[src/rtl/rr_arbiter_8x3.sv]
// Round-robin arbiter for 8 requesters with registered one-hot grant, encoded
// index, and grant hold/release/timeout handling.
module rr_arbiter_8x3 #(
  parameter int N_REQ    = 8,
  parameter int IDX_W    = 3,
  parameter int MAX_HOLD = 16,
  parameter int CNT_W    = 8
) (
  input  logic             clk,
  input  logic             rst_n,
  input  logic [N_REQ-1:0] req,
  input  logic             done,
  output logic [N_REQ-1:0] gnt,
  output logic [IDX_W-1:0] gnt_idx,
  output logic             gnt_valid,
  output logic             timeout
);

  typedef enum logic {
    IDLE  = 1'b0,
    GRANT = 1'b1
  } state_t;

  state_t             state_r, state_s;
  logic [IDX_W-1:0]   ptr_r, ptr_s;
  logic [CNT_W-1:0]   hold_cnt_r, hold_cnt_s;
  logic [N_REQ-1:0]   gnt_s;
  logic [IDX_W-1:0]   gnt_idx_s;
  logic               gnt_valid_s;
  logic               timeout_s;
  logic [2*N_REQ-1:0] dbl_s;
  logic [N_REQ-1:0]   rot_s;
  logic [IDX_W-1:0]   off_s;
  logic [IDX_W-1:0]   win_s;
  logic               at_limit_s;
  logic               owner_req_s;
  logic               release_s;

  // Same 8-to-3 encoding as the lab encoder: index of the set bit, 0 if none.
  function automatic logic [IDX_W-1:0] enc8to3(input logic [N_REQ-1:0] oh);
    logic [IDX_W-1:0] idx;
    idx = {IDX_W{1'b0}};
    for (int i = 0; i < N_REQ; i++) begin
      if (oh[i]) begin
        idx = IDX_W'(i);
      end else begin
        idx = idx;
      end
    end
    return idx;
  endfunction

  function automatic logic [N_REQ-1:0] dec3to8(input logic [IDX_W-1:0] idx);
    return {{(N_REQ-1){1'b0}}, 1'b1} << idx;
  endfunction

  // Rotate requests so bit 0 is the current highest-priority requester, then
  // pick the lowest set bit and rotate the offset back.
  always_comb begin
    dbl_s = {req, req} >> ptr_r;
    rot_s = dbl_s[N_REQ-1:0];
    off_s = {IDX_W{1'b0}};
    for (int i = N_REQ - 1; i >= 0; i--) begin
      if (rot_s[i]) begin
        off_s = IDX_W'(i);
      end else begin
        off_s = off_s;
      end
    end
    win_s = ptr_r + off_s;
  end

  // Release qualification for the current owner.
  always_comb begin
    at_limit_s  = (hold_cnt_r == CNT_W'(MAX_HOLD - 1));
    owner_req_s = req[gnt_idx];
    release_s   = done | ~owner_req_s | at_limit_s;
  end

  // Next-state and next-output logic.
  always_comb begin
    state_s     = state_r;
    ptr_s       = ptr_r;
    hold_cnt_s  = hold_cnt_r;
    gnt_s       = gnt;
    gnt_idx_s   = gnt_idx;
    gnt_valid_s = gnt_valid;
    timeout_s   = 1'b0;
    case (state_r)
      IDLE: begin
        if (|req) begin
          state_s     = GRANT;
          gnt_s       = dec3to8(win_s);
          gnt_idx_s   = enc8to3(gnt_s);
          gnt_valid_s = 1'b1;
          hold_cnt_s  = {CNT_W{1'b0}};
        end else begin
          state_s     = IDLE;
          gnt_s       = {N_REQ{1'b0}};
          gnt_idx_s   = {IDX_W{1'b0}};
          gnt_valid_s = 1'b0;
        end
      end
      GRANT: begin
        if (release_s) begin
          state_s     = IDLE;
          gnt_s       = {N_REQ{1'b0}};
          gnt_idx_s   = {IDX_W{1'b0}};
          gnt_valid_s = 1'b0;
          ptr_s       = gnt_idx + {{(IDX_W-1){1'b0}}, 1'b1};
          hold_cnt_s  = {CNT_W{1'b0}};
          // Only a pure hold-limit release counts as a timeout.
          timeout_s   = at_limit_s & ~done & owner_req_s;
        end else begin
          hold_cnt_s  = hold_cnt_r + {{(CNT_W-1){1'b0}}, 1'b1};
        end
      end
      default: begin
        state_s     = IDLE;
        ptr_s       = {IDX_W{1'b0}};
        hold_cnt_s  = {CNT_W{1'b0}};
        gnt_s       = {N_REQ{1'b0}};
        gnt_idx_s   = {IDX_W{1'b0}};
        gnt_valid_s = 1'b0;
      end
    endcase
  end

  // State, pointer, counter and registered outputs.
  always_ff @(posedge clk or negedge rst_n) begin
    if (!rst_n) begin
      state_r    <= IDLE;
      ptr_r      <= {IDX_W{1'b0}};
      hold_cnt_r <= {CNT_W{1'b0}};
      gnt        <= {N_REQ{1'b0}};
      gnt_idx    <= {IDX_W{1'b0}};
      gnt_valid  <= 1'b0;
      timeout    <= 1'b0;
    end else begin
      state_r    <= state_s;
      ptr_r      <= ptr_s;
      hold_cnt_r <= hold_cnt_s;
      gnt        <= gnt_s;
      gnt_idx    <= gnt_idx_s;
      gnt_valid  <= gnt_valid_s;
      timeout    <= timeout_s;
    end
  end

endmodule

[config.mk]
export PLATFORM = sky130hd
export DESIGN_NAME = rr_arbiter_8x3
export DESIGN_NICKNAME = d
export VERILOG_FILES = /design/src/rtl/rr_arbiter_8x3.sv
export SDC_FILE = /design/constraint.sdc
export NUM_CORES = 1
export LEC_CHECK = 0
export CAP_MARGIN = 20
export CORE_ASPECT_RATIO = 1.25
export CORE_UTILIZATION = 55
export CTS_BUF_LIST = sky130_fd_sc_hd__clkbuf_4
export DETAILED_ROUTE_END_ITERATION = 16
export GPL_TIMING_DRIVEN = 0
export PLACE_DENSITY = 0.8
export SETUP_SLACK_MARGIN = 0.1
export SLEW_MARGIN = 40
export SYNTH_ARGS = -nofsm -noshare
export SYNTH_HDL_FRONTEND = slang
export SYNTH_SLANG_ARGS = --single-unit
[constraint.sdc]
create_clock -name clk -period 3.8 [get_ports clk]
set_input_delay 0.38 -clock clk [delete_from_list [all_inputs] [get_ports clk]]
set_output_delay 0.38 -clock clk [all_outputs]
set_load 0.03 [all_outputs]
# [Word-level counts from Yosys, hierarchy flattened]
# Index checks and enable logic that the tools add are counted.
[classes] addsub=3 order_cmp=1 n_eq_ne=3 shifts=2 n_mux=33 bitwise_logic=7 reduce_logical=2
[ops] cell="$mux W3" n=16
[ops] cell="$mux W8" n=4
[ops] cell="$pmux W8 S2" n=2
[ops] cell="$shr A16 B3 Y8" n=1
[ops] cell="$add A8 B1 Y8 const B" n=1
[ops] cell="$eq A8 B4 Y1 const B" n=1
[ops] cell="$reduce_or A8 Y1" n=1
[ops] cell="$shl A1 B3 Y8 const A" n=1
[ops] cell="$mux W1" n=7
[ops] cell="$pmux W3 S2" n=1
[ops] cell="$lt A3 B4 Y1 const B" n=1
[ops] cell="$pmux W1 S2" n=2
[ops] cell="$add A3 B1 Y3 const B" n=1
[ops] cell="$add A3 B3 Y3" n=1
[ops] cell="$bmux W1 S3" n=1
[ops] cell="$not A1 Y1" n=3
[ops] cell="$and A1 B1 Y1" n=2
[ops] cell="$ne A2 B1 Y1 const B" n=1
[ops] cell="$ne A2 B2 Y1 const B" n=1
[ops] cell="$or A1 B1 Y1" n=2
[ops] cell="$reduce_and A2 Y1" n=1
[totals] register_bits=25 inputBits=11 output_inout_bits=13 elab_cells=58

# [Longest topological paths before layout]
# Gate-level depths: netlist (run 1).
[depth] ltp_word=20 depth_mapped=12 mapped_depth_nobuf=10

# [Worst setup path before layout (run 1)]
# No wires, ideal clock.
[synth_timing] kind="reg2reg" startpoint="register ptr_r[1]" endpoint="register gnt[3]" setup_ns=0.121 arrival_ns=3.062 required_time_ns=3.679 path_slack_ns=0.617 path_stages_with_launch=13 n_path_buf=2 period_less_slack_ns=3.183 cell_sequence="dfrtp_1 > buf_2 > mux2_2 > mux2_2 > a211o_1 > a21oi_1 > o41ai_1 > o211ai_1 > ha_1 > fa_1 > buf_1 > and3_1 > a22o_2"
[synth_via] elab_chain_cells=13
[synth_lines] element="from (decl)" line_no="25" text="logic [IDX_W-1:0] ptr_r, ptr_s;"
[synth_lines] element="from (signal assigned)" line_no="133" text="ptr_r <= {IDX_W{1'b0}};"
[synth_lines] element="from (signal assigned)" line_no="141" text="ptr_r <= ptr_s;"
[synth_lines] element="$shr A16 B3 Y8" line_no="60" text="dbl_s = {req, req} >> ptr_r;"
[synth_lines] element="$mux W3 (8 in series)" line_no="64" text="if (rot_s[i]) begin"
[synth_lines] element="$add A3 B3 Y3 (*)" line_no="70" text="win_s = ptr_r + off_s;"
[synth_lines] element="$shl A1 B3 Y8 (*)" line_no="54" text="return {{(N_REQ-1){1'b0}}, 1'b1} << idx;"
[synth_lines] element="$mux W8 (*)" line_no="91" text="if (|req) begin"
[synth_lines] element="$pmux W8 S2 (*)" line_no="89" text="case (state_r)"
[synth_lines] element="to (signal assigned)" line_no="135" text="gnt <= {N_REQ{1'b0}};"
[synth_lines] element="to (signal assigned)" line_no="143" text="gnt <= gnt_s;"
[synth_lines] element="to (decl)" line_no="13" text="output logic [N_REQ-1:0] gnt,"
# Mark *: on every way between the ends. The rest lies on a longest branch, timed or not.
# A chain may end at the register's enable or synchronous reset.

# [Worst setup path after layout (run 1)]
# Ends and elaborated chain as after synthesis.

==> impl_metrics.tcl, run 1 <==
set metrics [dict create \
    worst-slew-pin-transition_ns 0.5506 \
    critical_path.endpoint_type "flop" \
    cts.sinks 25 \
    worst_path_max_delay_cell "sky130_fd_sc_hd__dfrtp_2" \
    route.antenna.remaining_nets 0 \
    dp_hpwl_mm 2.999 \
    area_delta_synth_final_pct 15.88 \
    grt_start_max_net_pins 26 \
    cts.repair_timing.setup_buffer_count 0 \
    cp_cell_sequence "buf_2 > mux2_2 > mux2_2 > a211o_1 > a21oi_1 > o41ai_1 > o211ai_1 > ha_1 > fa_1 > buf_1 > and3_1 > a22o_2" \
    remaining_routing_drc_violations 0 \
    gpl.final_weighted_congestion 0.8546 \
    slew_violations 0 \
    worstSkewPairLatency_ns 0.33 \
    crit_buf_inv 2 \
    synthDominantAreaCellType "sky130_fd_sc_hd__dfrtp_1" \
    antennaDiodeCount 0 \
    synth_top_cells_by_count "25 x sky130_fd_sc_hd__dfrtp_1, 25 x sky130_fd_sc_hd__nand2_1, 10 x sky130_fd_sc_hd__mux2_2, 10 x sky130_fd_sc_hd__o21ai_0, 8 x sky130_fd_sc_hd__nor2_1" \
    die_outline_area_mm2 0.003456 \
    ys_ff_latch 25 \
    postSynth.topFlopCell "sky130_fd_sc_hd__dfrtp_1" \
    port_buffers 21 \
    critPathMaxStageDelay_ns 0.48 \
    power.total_mw 1.477 \
    cts-root-to-sink-buffers 2 \
    core_area_mm2 0.003000 \
    die-width_um 52.78 \
    syn-num-nets 193 \
    fin_util_pct 68.47 \
    outcome "complete, no violations" \
    rows 22 \
    slew_headroom_pct 63.16 \
    proportion_of_layout_cells_with_a_drive_suffix_above_1_pct 18.72 \
    gr-usage-all-layers_pct 25.97 \
    crit_path_start_kind "flop" \
    timing.critical_path.arrival_ns 3.75 \
    synth-async-reset-ratio_pct 100.0 \
    crit_path_max_fanout 10 \
    peakVddDrop_mv 1.063 \
    rsz0062_at_grt "no" \
    finalSetupTns_ns 0 \
    final_net_count 219 \
    p_per_area_mw_per_mm2 718.8 \
    worst-setup-path-type "flop to flop" \
    antenna_found_initial 0 \
    die_height_um 65.48 \
    h-tree-depth 1 \
    cts-buffers-inserted 3 \
    holdCritPathClass "primary input to async pin" \
    fmax_mhz 285.2 \
    drt_pre_antenna_iters 4 \
    leakage_nw 0.8646 \
    worst_clock_skew_ns 0.01148 \
    fillers 233 \
    yosysSeqAreaShare_pct 35.29 \
    viasPerCell 6.402 \
    synth_area_per_cell_um2 9.960 \
    post_synth_inst_count 178 \
    tritoncts "built" \
    syn_area_mm2 0.001773 \
    via_count_of_the_first_global_routing_pass 1490 \
    synth.yosys.warnings 0 \
    synth_largest_type_area_fraction_pct 35.29 \
    design.portCount 24 \
    clk_root_buffer_cell "sky130_fd_sc_hd__clkbuf_4" \
    cpMostUsedCell "sky130_fd_sc_hd__mux2_2" \
    timing_hold_violations_final 0 \
    drt_first_iter_violations 47 \
    period_needed_ns 3.507 \
    synth_enable_flop_cells 0 \
    routed_len_inst_um 16.84 \
    grt_pass1_wl_mm 6.644 \
    maxcap_viol_count 0 \
    final_global_route_overflow_total 0 \
    detail_route.wirelength_mm 4.024 \
    initial_core_util_pct 59.09 \
    post-route-period-util_pct 92.28 \
    post_synth_num_cell_types 50 \
    cell_class_contributing_the_biggest_share_of_worst_path_delay "compound AO/OA/AOI/OAI gates" \
    worst_ep_required_time_ns 4.04 \
    worst_setup_hold_path_clk_slew_ns 0.14 \
    netlist_top_cells_area "sky130_fd_sc_hd__dfrtp_1 35%, sky130_fd_sc_hd__mux2_2 6.4%, sky130_fd_sc_hd__nand2_1 5.3%, sky130_fd_sc_hd__mux4_1 4.4%, sky130_fd_sc_hd__mux2i_1 4.0%" \
    dr_total_vias 1530 \
    setup_viol 0 \
]
## path summary, 6_finish.rpt
| kind | from | to | slack (ns) | cells past startpoint |
|---|---|---|---|---|
| min in group clk | gnt[5]$_DFFE_PN0P_ | gnt[5]$_DFFE_PN0P_ | 0.51 | 2 |
| worst max register to register | ptr_r[1]$_DFFE_PN0P_ | gnt[3]$_DFFE_PN0P_ | 0.29 | 12 |
| worst min-delay path | rst_n | hold_cnt_r[1]$_DFFE_PN0P_ | 0.006 | 1 |
| worst min register to register | gnt[5]$_DFFE_PN0P_ | gnt[5]$_DFFE_PN0P_ | 0.51 | 2 |
| max in group asynchronous | rst_n | ptr_r[1]$_DFFE_PN0P_ | 3.40 | 1 |
| worst max-delay path | ptr_r[1]$_DFFE_PN0P_ | gnt[3]$_DFFE_PN0P_ | 0.29 | 12 |
## where the power goes
group	switching, mW	internal (mW)	leakage [nW]
Combinational	0.526	0.420	0.519
Clock	0.0822	0.0403	0.0139
Sequential	0.0762	0.332	0.332
## what timing repair did
item | 4_1_cts | 5_1_grt
setup endpoints to repair | 0 | 5
hold buffers | 0 | 0
gates resized for setup | 0 | 1
## layout make-up
cell class / count / area, um^2 / share of cell area (%)
Buffer: 8 / 47.55 / 2.314
Clock buffer: 3 / 22.52 / 1.096
Clock inverter: 1 / 7.507 / 0.3654
Inverter: 5 / 18.77 / 0.9135
Multi-Input combinational cell: 140 / 1081 / 52.62
Sequential cell: 25 / 626.9 / 30.51
Tap cell: 36 / 45.04 / 2.192
Timing Repair Buffer: 21 / 205.2 / 9.988
## cells by family after synthesis
group	after synthesis	synth area share, %
buffers and inverters	13	3.740
XOR/XNOR	3	2.541
flip-flops	25	35.29
multiplexers	22	17.29
adder cells (fa/ha/maj)	5	4.023
AND/OR/NAND/NOR	68	19.20
AO/OA/AOI/OAI	42	17.93
## cell usage in the layout, fill, tap and decap left out, types with 2 or more instances in the layout
cell	count
sky130_fd_sc_hd__a211o_1	3
sky130_fd_sc_hd__a21oi_1	6
sky130_fd_sc_hd__a22o_1	2
sky130_fd_sc_hd__a22o_2	3
sky130_fd_sc_hd__and3_1	5
sky130_fd_sc_hd__buf_2	6
sky130_fd_sc_hd__clkbuf_4	3
sky130_fd_sc_hd__clkdlybuf4s50_1	20
sky130_fd_sc_hd__dfrtp_1	24
sky130_fd_sc_hd__ha_1	3
sky130_fd_sc_hd__inv_1	4
sky130_fd_sc_hd__mux2_2	10
sky130_fd_sc_hd__mux2i_1	7
sky130_fd_sc_hd__mux4_1	3
sky130_fd_sc_hd__mux4_2	2
sky130_fd_sc_hd__nand2_1	25
sky130_fd_sc_hd__nand2b_1	6
sky130_fd_sc_hd__nand3_1	4
sky130_fd_sc_hd__nor2_1	8
sky130_fd_sc_hd__nor2b_1	6
sky130_fd_sc_hd__nor4_1	3
sky130_fd_sc_hd__o211ai_1	3
sky130_fd_sc_hd__o21ai_0	10
sky130_fd_sc_hd__o22ai_1	3
sky130_fd_sc_hd__or2_0	2
sky130_fd_sc_hd__or2_1	2
sky130_fd_sc_hd__or2_2	3
## state kept, by name, indices dropped and copies added, names as in the netlist
register	cells
gnt	8
hold_cnt_r	8
gnt_idx	3
ptr_r	3
gnt_valid	1
state_r	1
timeout	1
## per-stage QoR
stage / cell area [um^2] / instances / hold slack [ns] / setup slack, ns
after floorplan: 1773 / 178 / 0.08441 / 0.6167
after global placement: 2028 / 235 / 0.4636 / 0.2096
after detailed placement: 2023 / 235 / 0.3950 / 0.1416
after CTS: 2053 / 239 / 0.02620 / 0.2424
after global routing: 2054 / 239 / 0.04444 / 0.1495
final: 2054 / 239 / 0.006043 / 0.2935
## worst register-to-register path: stages, from the launching register on
cell and delay, ns:
sky130_fd_sc_hd__dfrtp_2 0.48, sky130_fd_sc_hd__buf_2 0.27, sky130_fd_sc_hd__mux2_2 0.38, sky130_fd_sc_hd__mux2_2 0.28, sky130_fd_sc_hd__a211o_1 0.26, sky130_fd_sc_hd__a21oi_1 0.20, sky130_fd_sc_hd__o41ai_1 0.10, sky130_fd_sc_hd__o211ai_1 0.22
sky130_fd_sc_hd__ha_1 0.21, sky130_fd_sc_hd__fa_1 0.40, sky130_fd_sc_hd__buf_1 0.22, sky130_fd_sc_hd__and3_1 0.22, sky130_fd_sc_hd__a22o_2 0.20
## per-layer routing
metal,global-route usage [%],share of wire (%),vias to the layer above
met5,0,0,-
li1,-,-,708
met4,8.553,2.2,0
met3,3.009,4.2,11
met2,46.52,53,48
met1,31.39,41,763
Power figures use the tool's default switching activity.
==> run 2, diff against run 1 <==
- SLEW_MARGIN: 40 -> default
==> run 2 against run 1 <==
Net effect: combinational power about the same; final cell count increased by 0.42%; via count decreased by 0.52%; fmax decreased by 0.51%; flip-flop and latch count unchanged; critical path type unchanged.
==> impl_metrics.tcl, run 2 (same netlist as run 1, synthesis figures left out) <==
set metrics [dict create \
    crit_path_max_fanout 10 \
    route.antenna.remaining_nets 0 \
    antenna_found_initial 0 \
    mostFrequentLayoutCells "25 x sky130_fd_sc_hd__nand2_1, 24 x sky130_fd_sc_hd__dfrtp_1, 21 x sky130_fd_sc_hd__clkdlybuf4s50_1, 10 x sky130_fd_sc_hd__o21ai_0, 10 x sky130_fd_sc_hd__mux2_2" \
    crit_path_start_kind "flop" \
    detail_route.wirelength_mm 4.045 \
    worst_clock_skew_ns 0.006605 \
    p_per_area_mw_per_mm2 708.2 \
    setup_viol 0 \
    die_outline_area_mm2 0.003456 \
    outcome "complete, no violations" \
    die-width_um 52.78 \
    routed_len_inst_um 16.85 \
    gpl.final_weighted_congestion 0.8546 \
    critical_path.endpoint_type "flop" \
    top_regs "gnt x8, hold_cnt_r x8" \
    proportion_of_layout_cells_with_a_drive_suffix_above_1_pct 18.63 \
    worst-slew-pin-transition_ns 0.5507 \
    cts.repair_timing.setup_buffer_count 0 \
    seq_area_um2 626.9 \
    timing.critical_path.arrival_ns 3.76 \
    drt_pre_antenna_iters 4 \
    finalSetupTns_ns 0 \
    grt_pass1_wl_mm 6.693 \
    cts_hold_buffers 0 \
    period_needed_ns 3.525 \
    drt_first_iter_violations 52 \
    worst_setup_hold_path_clk_slew_ns 0.14 \
    leakage_nw 0.8773 \
    clk_root_buffer_cell "sky130_fd_sc_hd__clkbuf_4" \
    cts-root-to-sink-buffers 2 \
    rsz0062_at_grt "no" \
    dr_total_vias 1522 \
    timing_hold_violations_final 0 \
    fillers 238 \
    cts.sinks 25 \
    tritoncts "built" \
    viasPerCell 6.342 \
    most_common_cell_after_layout_fill_and_taps_aside "sky130_fd_sc_hd__nand2_1" \
    final_global_route_overflow_total 0 \
    fmax_mhz 283.7 \
    design.portCount 24 \
    post-route-period-util_pct 92.75 \
    finish.instance_area_mm2 0.002087 \
    power.total_mw 1.478 \
    maxcap_viol_count 0 \
    initial_core_util_pct 59.09 \
    grt_start_max_net_pins 26 \
    h-tree-depth 1 \
    area_taken_by_multi_input_logic_gates_mm2 0.001081 \
    final_net_count 220 \
    cts-buffers-inserted 3 \
    remaining_routing_drc_violations 0 \
    worst-setup-path-type "flop to flop" \
    peakVddDrop_mv 1.054 \
    slew_violations 0 \
    via_count_of_the_first_global_routing_pass 1480 \
    placed_cell_area_mm2 0.002028 \
    core_area_mm2 0.003000 \
    dp_hpwl_mm 2.991 \
    antennaDiodeCount 0 \
    hold_slack_ns 0.3359 \
    worstSkewPairLatency_ns 0.32 \
    worst_ep_required_time_ns 4.03 \
    die_height_um 65.48 \
    gr-usage-all-layers_pct 25.92 \
    fin_util_pct 69.56 \
    area_delta_synth_final_pct 17.71 \
    rows 22 \
    holdCritPathClass "primary input to async pin" \
    port_buffers 21 \
    rrSetupSlack_ns 0.28 \
    slew_headroom_pct 63.15 \
]
[run 2: cell count changes in the layout (fill, tap and decap cells not counted)]
cell,change
sky130_fd_sc_hd__buf_16,+1
sky130_fd_sc_hd__buf_2,-1
sky130_fd_sc_hd__clkdlybuf4s50_1,+1
[run 2: routing by layer]
metal | track usage (%) | wire (um) | up-vias
met5 | 0 | 0 | -
met4 | 7.566 | 79 | 0
met2 | 46.04 | 2116 | 45
li1 | - | - | 711
met1 | 32.14 | 1686 | 756
met3 | 3.009 | 162 | 10
[run 2: final timing paths]
check	to	depth (start not counted)	from
setup / recovery	gnt[3]$_DFFE_PN0P_	12	ptr_r[1]$_DFFE_PN0P_
setup reg to reg	gnt[3]$_DFFE_PN0P_	12	ptr_r[1]$_DFFE_PN0P_
min in group clk	gnt[5]$_DFFE_PN0P_	2	gnt[5]$_DFFE_PN0P_
hold / removal	hold_cnt_r[6]$_DFFE_PN0P_	1	rst_n
max in group asynchronous	gnt_idx[2]$_DFFE_PN0P_	2	rst_n
hold reg to reg	gnt[5]$_DFFE_PN0P_	2	gnt[5]$_DFFE_PN0P_
[run 2: per-stage QoR]
stage | setup slack (ns) | std cells
floorplan | 0.6167 | 178
global placement | 0.2096 | 235
detailed placement | 0.1461 | 235
CTS | 0.2407 | 239
global route | 0.1505 | 240
finish | 0.2754 | 240
[run 2: cell type report]
class                      count  share of cell area [%]
buffer                         8                   2.278
sequential                    25                   30.04
multi-input combinational    140                   51.80
inverter                       5                  0.8993
clock buffer                   3                   1.079
timing repair buffer          22                   11.39
tap                           36                   2.158
clock inverter                 1                  0.3597
[run 2: power by group]
group | switching, mW | total (mW) | internal, mW | leakage (nW)
registers | 0.0765 | 0.409 | 0.332 | 0.332
logic | 0.525 | 0.948 | 0.423 | 0.532
clock network | 0.0814 | 0.122 | 0.0403 | 0.0139
total | 0.683 | 1.48 | 0.795 | 0.877
[run 2: worst max-delay path, cell delays in order, from the launching register on]
cell	delay (ns)
sky130_fd_sc_hd__dfrtp_2	0.48
sky130_fd_sc_hd__buf_2	0.27
sky130_fd_sc_hd__mux2_2	0.38
sky130_fd_sc_hd__mux2_2	0.28
sky130_fd_sc_hd__a211o_1	0.26
sky130_fd_sc_hd__a21oi_1	0.20
sky130_fd_sc_hd__o41ai_1	0.10
sky130_fd_sc_hd__o211ai_1	0.22
sky130_fd_sc_hd__ha_1	0.21
sky130_fd_sc_hd__fa_1	0.40
sky130_fd_sc_hd__buf_1	0.21
sky130_fd_sc_hd__and3_1	0.22
sky130_fd_sc_hd__a22o_2	0.20
[run 2: what timing repair did]
item,CTS,global route
endpoints found under the setup margin,0,4
resized for setup,0,1
endpoints found under the hold margin,0,0
==> run 3, diff against run 2 <==
- TNS_END_PERCENT: default -> 20
==> results of run 3 <==
Same layout as run 2: the final DEF is identical, and so are final timing and power.
